<file path="src/rtl/im_loader.sv">
// Instruction-memory loader: receives a length-prefixed byte
// stream, writes 32-bit words and verifies an XOR checksum.
module im_loader #(
    parameter int IMEM_SIZE = 256
) (
    input  logic        CLK,
    input  logic        RST_N,
    input  logic        START,
    input  logic [7:0]  RX_DATA,
    input  logic        RX_VALID,
    output logic        RX_READY,
    output logic        WE,
    output logic [31:0] W_Addr,
    output logic [31:0] W_Ins,
    output logic        BUSY,
    output logic        DONE,
    output logic        ERR
);

    typedef enum logic [2:0] {
        S_IDLE,
        S_LEN0,
        S_LEN1,
        S_DATA,
        S_WRITE,
        S_CSUM
    } state_t;

    localparam logic [16:0] LP_MAX = 17'(IMEM_SIZE);

    state_t      r_state;
    state_t      w_next;
    logic [15:0] r_cnt;
    logic [1:0]  r_idx;
    logic [23:0] r_asm;
    logic [31:0] r_addr;
    logic [31:0] r_ins;
    logic [7:0]  r_csum;
    logic        r_done;
    logic        r_err;
    logic        w_acc;
    logic [15:0] w_len;
    logic        w_len_bad;

    assign RX_READY = (r_state == S_LEN0) || (r_state == S_LEN1) ||
                      (r_state == S_DATA) || (r_state == S_CSUM);
    assign WE       = (r_state == S_WRITE);
    assign BUSY     = (r_state != S_IDLE);
    assign W_Addr   = r_addr;
    assign W_Ins    = r_ins;
    assign DONE     = r_done;
    assign ERR      = r_err;

    assign w_acc     = RX_VALID && RX_READY;
    assign w_len     = {RX_DATA, r_cnt[7:0]};
    assign w_len_bad = (w_len == 16'd0) || ({1'b0, w_len} > LP_MAX);

    // State register.
    always_ff @(posedge CLK or negedge RST_N) begin
        if (!RST_N) r_state <= S_IDLE;
        else        r_state <= w_next;
    end

    // Next-state decode.
    always_comb begin
        w_next = r_state;
        unique case (r_state)
            S_IDLE:  if (START) w_next = S_LEN0;
            S_LEN0:  if (w_acc) w_next = S_LEN1;
            S_LEN1:  if (w_acc) w_next = w_len_bad ? S_IDLE : S_DATA;
            S_DATA:  if (w_acc && (r_idx == 2'd3)) w_next = S_WRITE;
            S_WRITE: w_next = (r_cnt == 16'd1) ? S_CSUM : S_DATA;
            S_CSUM:  if (w_acc) w_next = S_IDLE;
            default: w_next = S_IDLE;
        endcase
    end

    // Datapath: length, word assembly, address, checksum, result flags.
    always_ff @(posedge CLK or negedge RST_N) begin
        if (!RST_N) begin
            r_cnt  <= '0;
            r_idx  <= '0;
            r_asm  <= '0;
            r_addr <= '0;
            r_ins  <= '0;
            r_csum <= '0;
            r_done <= 1'b0;
            r_err  <= 1'b0;
        end else begin
            unique case (r_state)
                S_IDLE: begin
                    if (START) begin
                        r_cnt  <= '0;
                        r_idx  <= '0;
                        r_addr <= '0;
                        r_csum <= '0;
                        r_done <= 1'b0;
                        r_err  <= 1'b0;
                    end
                end
                S_LEN0: begin
                    if (w_acc) r_cnt <= {8'd0, RX_DATA};
                end
                S_LEN1: begin
                    if (w_acc) begin
                        if (w_len_bad) r_err <= 1'b1;
                        else           r_cnt <= w_len;
                    end
                end
                S_DATA: begin
                    if (w_acc) begin
                        r_csum <= r_csum ^ RX_DATA;
                        r_idx  <= r_idx + 2'd1;
                        // W_Ins only moves when the full word is ready
                        if (r_idx == 2'd3) r_ins <= {RX_DATA, r_asm};
                        else               r_asm <= {RX_DATA, r_asm[23:8]};
                    end
                end
                S_WRITE: begin
                    r_addr <= r_addr + 32'd4;
                    r_cnt  <= r_cnt - 16'd1;
                end
                S_CSUM: begin
                    if (w_acc) begin
                        r_done <= (RX_DATA == r_csum);
                        r_err  <= (RX_DATA != r_csum);
                    end
                end
                default: ;
            endcase
        end
    end

endmodule
</file>
<file path="config.mk">
export PLATFORM = sky130hd
export DESIGN_NAME = im_loader
export DESIGN_NICKNAME = d
export VERILOG_FILES = /design/src/rtl/im_loader.sv
export SDC_FILE = /design/constraint.sdc
export NUM_CORES = 1
export LEC_CHECK = 0
export BUFFER_PORTS_ARGS = -buffer_cell sky130_fd_sc_hd__buf_4
export CAP_MARGIN = 40
export CORE_MARGIN = 8
export CORE_UTILIZATION = 55
export DETAILED_ROUTE_END_ITERATION = 16
export PLACE_DENSITY = 0.88
export SYNTH_ARGS = -nofsm -noshare
export SYNTH_HDL_FRONTEND = slang
export SYNTH_SLANG_ARGS = --single-unit
</file>
<file path="constraint.sdc">
create_clock -name CLK -period 2.5 [get_ports CLK]
set_clock_uncertainty 0.15 [all_clocks]
set_input_delay 0.75 -clock CLK [delete_from_list [all_inputs] [get_ports CLK]]
set_output_delay 0.75 -clock CLK [all_outputs]
set_load 0.01 [all_outputs]
</file>
==> flow_metrics.py, run 1 <==
metrics = {
    "pwr": {
        "p_comb_share_pct": 33.1,
        "clkPwrFrac_pct": 30.3,
        "p_per_area_nw_per_um2": 1140,
        "seq_power_share_pct": 36.6,
        "p_int_uw": 5360,
        "power_switching_uw": 2880,
        "ir_drop_v": 0.000677,
        "leakage_uw": 0.00338,
        "sw_frac_of_total_pct": 34.9,
    },
    "worst_setup_path": {
        "critPathArrivalTime_ns": 1.60,
        "critPathRequiredTime_ns": 1.60,
        "cp-start-kind": "flip-flop",
        "critPathSlowestCell": "dfrtp_2",
        "end_kind": "primary output",
        "crit_chain": "buf_8 > or3_4 > buf_6",
        "critPathMaxFanout": 10,
        "slowest_delay_ns": 0.43,
        "critical_path_class": "reg -> out",
    },
    "layout": {
        "synthToLayoutAreaGrowth_pct": 28.2,
        "final_cell_mix": "dfrtp_1, buf_4, o21ai_0",
        "fill_cells": 667,
        "diodes": 0,
        "stdcell_count": 794,
        "final_common_cell": "dfrtp_1",
        "post-route-util_pct": 71.1,
        "nets": 662,
        "drive_gt1_share_pct": 32.2,
    },
    "synthesis": {
        "synth.mux.area_fraction_pct": 12.1,
        "yosys.area_share.simple_pct": 14.8,
        "yosysWarnings": 0,
        "synth_edf_count": 0,
        "synth_cells": 542,
        "synth_ff_type": "dfrtp_1",
        "yosysUniqueCellTypes": 58,
        "synth_compound_area_share_pct": 15.0,
        "yosys.area_share.xor_xnor_pct": 1.56,
        "synth_top_family_by_area": "compound AO/OA/AOI/OAI gates",
        "synthAdderAreaFrac_pct": 1.11,
        "ys_seq_area_share_pct": 52.0,
        "synth_area_sq_um": 5630,
        "syn_avg_cell_area_sq_um": 10.4,
        "async_flop_share_pct": 100,
        "synth_seq_cells": 117,
    },
    "run_status": {
        "violations": "setup timing",
        "outcome": "finished with violations",
    },
    "drt": {
        "drt_iter0_drc": 442,
        "vias": 4963,
        "detail-route-antenna-nets": 0,
        "wl_per_cell_um": 19.8,
        "viasPerCell": 6.25,
        "drt-total-wl_mm": 15.7,
        "drcViolationCount": 0,
        "detailedRoute.firstPassIterationCount": 5,
    },
    "global_routing": {
        "overflow": 0,
        "grt_usage_pct": 24.1,
        "grt_first_pass_wirelength_mm": 25.3,
        "antenna_found_initial": 0,
        "grt_pass1_vias": 4987,
        "grt_max_degree": 48,
    },
    "timing": {
        "rsz0062_at_grt": "true",
        "worst_pin_slew_ns": 0.619,
        "finalWorstSetupSlack_ns": -0.00211,
        "fin_crit_ns": 2.50,
        "drv_slew": 0,
        "max-slew-margin-rel_pct": 58.3,
        "setup_tns_ns": -0.00211,
        "finalHoldViolations": 0,
        "timing.hold.ws_ns": 0.00511,
        "fmax_mhz": 400,
        "setup_viol_count_final": 1,
        "period_share_pct": 100,
    },
    "clock_tree": {
        "cts_tree": "done",
        "h-tree-depth": 4,
        "cts-buffers-inserted": 17,
        "clkLatencyLatePin_ns": 0.54,
        "path_clk_slew_ns": 0.06,
        "cts_root_buf": "clkbuf_8",
        "cts_buffer_depth": 2,
        "clock_sinks": 117,
        "cts_hold_buffers": 0,
    },
    "place": {
        "dp_hpwl_mm": 9.86,
        "gp_congestion": 0.877,
        "dp.cells": 753,
        "port-buffer-count": 78,
    },
    "job": {
        "max_cap_viol_count": 0,
    },
    "die": {
        "die_width_um": 117,
        "initial_core_util_pct": 55.5,
        "die_area_sq_um": 13700,
        "core_sq_um": 10100,
        "rows": 37,
        "io_pins": 81,
        "fp.dieH_um": 117,
    },
    "worst_hold_path": {
        "hold_class": "in -> async",
    },
}
-- what timing repair did --
item | in CTS | in global routing
pin swaps | 1 | 1
setup buffers | 5 | 3
endpoints found under the setup margin | 2 | 15
resized for setup | 5 | 10
gates cloned | 0 | 1
-- worst max-delay path, delay by kind of cell, from the launching register on --
family	cells	cell delay (ns)
flip-flops	1	0.43
AND/OR/NAND/NOR	1	0.36
buffers and inverters	2	0.28
-- worst paths after layout --
kind | startpoint | to | slack, ns | cells past startpoint
min | RST_N | r_cnt[12] | 0.005 | 1
max reg2reg | r_cnt[1] | r_cnt[8] | 0.03 | 7
min in group CLK | r_idx[0] | r_idx[0] | 0.33 | 1
min reg2reg | r_idx[0] | r_idx[0] | 0.33 | 1
max in group asynchronous | RST_N | r_asm[22] | 1.56 | 2
max | r_state[0] | BUSY | -0.002 | 3
-- power by group through the flow --
stage	combinational [uW]	sequential, uW	clock (uW)
after floorplan	1430	2960	0
after global placement	2380	2930	0
after detailed placement	2490	2980	0
after CTS	2580	2990	2520
after global routing	2970	3080	2620
final	2730	3010	2500
-- metal layers --
metal / up-vias / GRT usage [%] / routed length (um)
met5: - / 0 / 0
met4: 0 / 13.7 / 570
met3: 68 / 7.49 / 1290
met2: 272 / 39.7 / 7820
met1: 2446 / 27.4 / 6000
li1: 2177 / - / -
-- flip-flops by register name, indices dropped and copies added, names as in the netlist --
register and cells:
DONE 1, ERR 1, W_Addr 30, W_Ins 32, r_asm 24, r_cnt 16, r_csum 8, r_idx 2
r_state 3
-- cell type report --
class / instances / area [sq um] / area share [%]
Timing Repair Buffer: 110 / 903 / 12.5
Multi-Input combinational cell: 382 / 2540 / 35.2
Sequential cell: 117 / 2930 / 40.6
Clock buffer: 18 / 428 / 5.93
Tap cell: 136 / 170 / 2.36
Clock inverter: 14 / 179 / 2.48
Inverter: 17 / 63.8 / 0.885
-- synthesized netlist by cell type (3+ instances only) --
master	count	area (sq um)
a21oi_1	28	140
xor2_1	8	70.1
nor2_1	28	105
nand2_1	54	203
ha_1	5	62.6
and3_1	4	25.0
nor3b_1	4	30.0
buf_2	8	40.0
clkbuf_1	12	45.0
inv_1	17	63.8
mux2_2	52	586
nor3_1	13	65.1
nand2b_1	5	31.3
dfrtp_1	117	2930
a31oi_1	12	75.1
nor2b_1	4	25.0
nand4_1	8	50.1
mux2i_1	5	50.1
nand3_1	20	100
nor4_1	10	62.6
or3_1	6	37.5
mux2_1	4	45.0
o211ai_1	4	30.0
a22o_1	7	61.3
buf_4	3	22.5
o22ai_1	3	18.8
o31ai_1	5	37.5
o21ai_0	54	270
buf_1	4	15.0
-- kinds of logic (layout without fill, tap and decap cells) --
family | after synthesis | count (layout)
AOI/OAI and AO/OA | 137 | 137
xor gates and xnor gates | 10 | 10
adders and majority gates | 5 | 5
buffers and inverters | 44 | 159
DFF | 117 | 117
muxes | 61 | 61
other | 1 | 2
and+or+nand+nor | 167 | 167
-- stage by stage --
stage	instance area (sq um)	setup slack, ns	power [uW]
after floorplan	5630	0.147	4390
after global placement	6480	0.166	5320
after detailed placement	6480	0.0747	5470
after CTS	7140	0.0128	8090
after global routing	7210	-0.0525	8680
final	7210	-0.00211	8240
Power figures use the tool's default switching activity.
==> run 2: changes to the inputs <==
--- a/config.mk
+++ b/config.mk
@@ -6,11 +6,10 @@
 export NUM_CORES = 1
 export LEC_CHECK = 0
 export BUFFER_PORTS_ARGS = -buffer_cell sky130_fd_sc_hd__buf_4
-export CAP_MARGIN = 40
 export CORE_MARGIN = 8
-export CORE_UTILIZATION = 55
+export CORE_UTILIZATION = 44
 export DETAILED_ROUTE_END_ITERATION = 16
-export PLACE_DENSITY = 0.88
+export PLACE_DENSITY = 0.75
 export SYNTH_ARGS = -nofsm -noshare
 export SYNTH_HDL_FRONTEND = slang
 export SYNTH_SLANG_ARGS = --single-unit
==> flow_metrics.py, run 2 (same netlist as run 1, synthesis figures left out) <==
metrics = {
    "run_status": {
        "outcome": "completed",
    },
    "die": {
        "initial_core_util_pct": 44.8,
        "core_sq_um": 12600,
        "die_width_um": 129,
        "rows": 41,
        "fp.dieH_um": 129,
        "io_pins": 81,
        "die_area_sq_um": 16700,
    },
    "worst_setup_path": {
        "critPathArrivalTime_ns": 1.52,
        "critical_path_class": "reg -> out",
        "r2r_slack_ns": 0.12,
        "cp-start-kind": "flip-flop",
        "end_kind": "primary output",
        "critPathRequiredTime_ns": 1.60,
        "critPathMaxFanout": 19,
    },
    "clock_tree": {
        "cts_root_buf": "clkbuf_16",
        "cts_hold_buffers": 0,
        "clkLatencyLatePin_ns": 0.43,
        "clock_sinks": 117,
        "h-tree-depth": 4,
        "cts-buffers-inserted": 17,
        "cts_buffer_depth": 2,
        "cts_tree": "done",
        "path_clk_slew_ns": 0.06,
    },
    "layout": {
        "diodes": 0,
        "synthToLayoutAreaGrowth_pct": 26.6,
        "final_common_cell": "dfrtp_1",
        "largest_reg_flops": 32,
        "drive_gt1_share_pct": 30.0,
        "final_cell_mix": "dfrtp_1, buf_4, nand2_1, o21ai_0, mux2_2",
        "post-route-util_pct": 56.7,
        "nets": 651,
    },
    "drt": {
        "viasPerCell": 5.65,
        "vias": 4628,
        "detailedRoute.firstPassIterationCount": 5,
        "drt-total-wl_mm": 14.4,
        "wl_per_cell_um": 17.6,
        "drt_iter0_drc": 432,
        "drcViolationCount": 0,
        "detail-route-antenna-nets": 0,
    },
    "timing": {
        "finalHoldViolations": 0,
        "rsz0062_at_grt": "false",
        "drv_slew": 0,
        "fin_crit_ns": 2.42,
        "worst_pin_slew_ns": 0.544,
        "setup_tns_ns": 0,
        "max-slew-margin-rel_pct": 63.4,
        "setup_viol_count_final": 0,
        "fmax_mhz": 413,
        "period_share_pct": 96.8,
    },
    "pwr": {
        "leakage_uw": 0.00332,
        "ir_drop_v": 0.000796,
        "p_per_area_nw_per_um2": 1110,
    },
    "worst_hold_path": {
        "hold_class": "in -> async",
    },
    "global_routing": {
        "grt_usage_pct": 18.1,
        "overflow": 0,
        "grt_max_degree": 54,
        "grt_pass1_vias": 4747,
        "antenna_found_initial": 0,
        "grt_first_pass_wirelength_mm": 23.7,
    },
    "place": {
        "dp_hpwl_mm": 9.93,
        "gp_congestion": 0.837,
        "port-buffer-count": 78,
    },
    "job": {
        "max_cap_viol_count": 0,
    },
}
-- run 2: stage by stage --
step | setup WS (ns) | cells | total power, uW | area, sq um | hold slack (ns)
detailed placement | 0.105 | 787 | 5480 | 6520 | 0.323
CTS | 0.0182 | 819 | 7970 | 7110 | 0.114
floorplan | 0.147 | 543 | 4390 | 5630 | 0.296
finish | 0.0798 | 819 | 7910 | 7120 | 0.114
global placement | 0.160 | 787 | 5370 | 6520 | 0.309
global route | 0.0137 | 819 | 8380 | 7120 | 0.130
-- run 2: final timing paths --
kind                       cells past startpoint   endpoint        from
max                                            3       BUSY  r_state[1]
min in group CLK                               1   W_Ins[3]    r_asm[3]
min reg2reg                                    1   W_Ins[3]    r_asm[3]
max in group asynchronous                      2   r_asm[5]       RST_N
max reg2reg                                    7   r_cnt[8]    r_cnt[1]
min                                            1  W_Addr[8]       RST_N
-- run 2: layout make-up --
| cell class | count | area (sq um) |
|---|---|---|
| multi-input combinational | 382 | 2520 |
| tap | 172 | 215 |
| clock buffer | 17 | 425 |
| inverter | 17 | 63.8 |
| clock inverter | 15 | 170 |
| fill | 1057 | 5450 |
| sequential | 117 | 2930 |
| timing repair buffer | 99 | 797 |
-- run 2: critical path, cell delays in order (launching register included) --
cell,delay [ns]
dfrtp_1,0.38
buf_4,0.20
or3_1,0.36
buf_4,0.15
-- run 2: power by group --
part           internal, uW  switching, uW
clock                  1490            954
combinational          1220           1270
sequential             2480            491
-- run 2: what timing repair did --
action / 4_1_cts / 5_1_grt
setup buffers: 0 / 0
resized for setup: 0 / 3
setup endpoints to repair: 0 / 6
-- run 2: routing by layer --
metal,GRT usage (%),routed length [um]
met5,0,0
met4,7.26,217
met3,6.94,1160
met2,29.6,7110
met1,21.1,5950
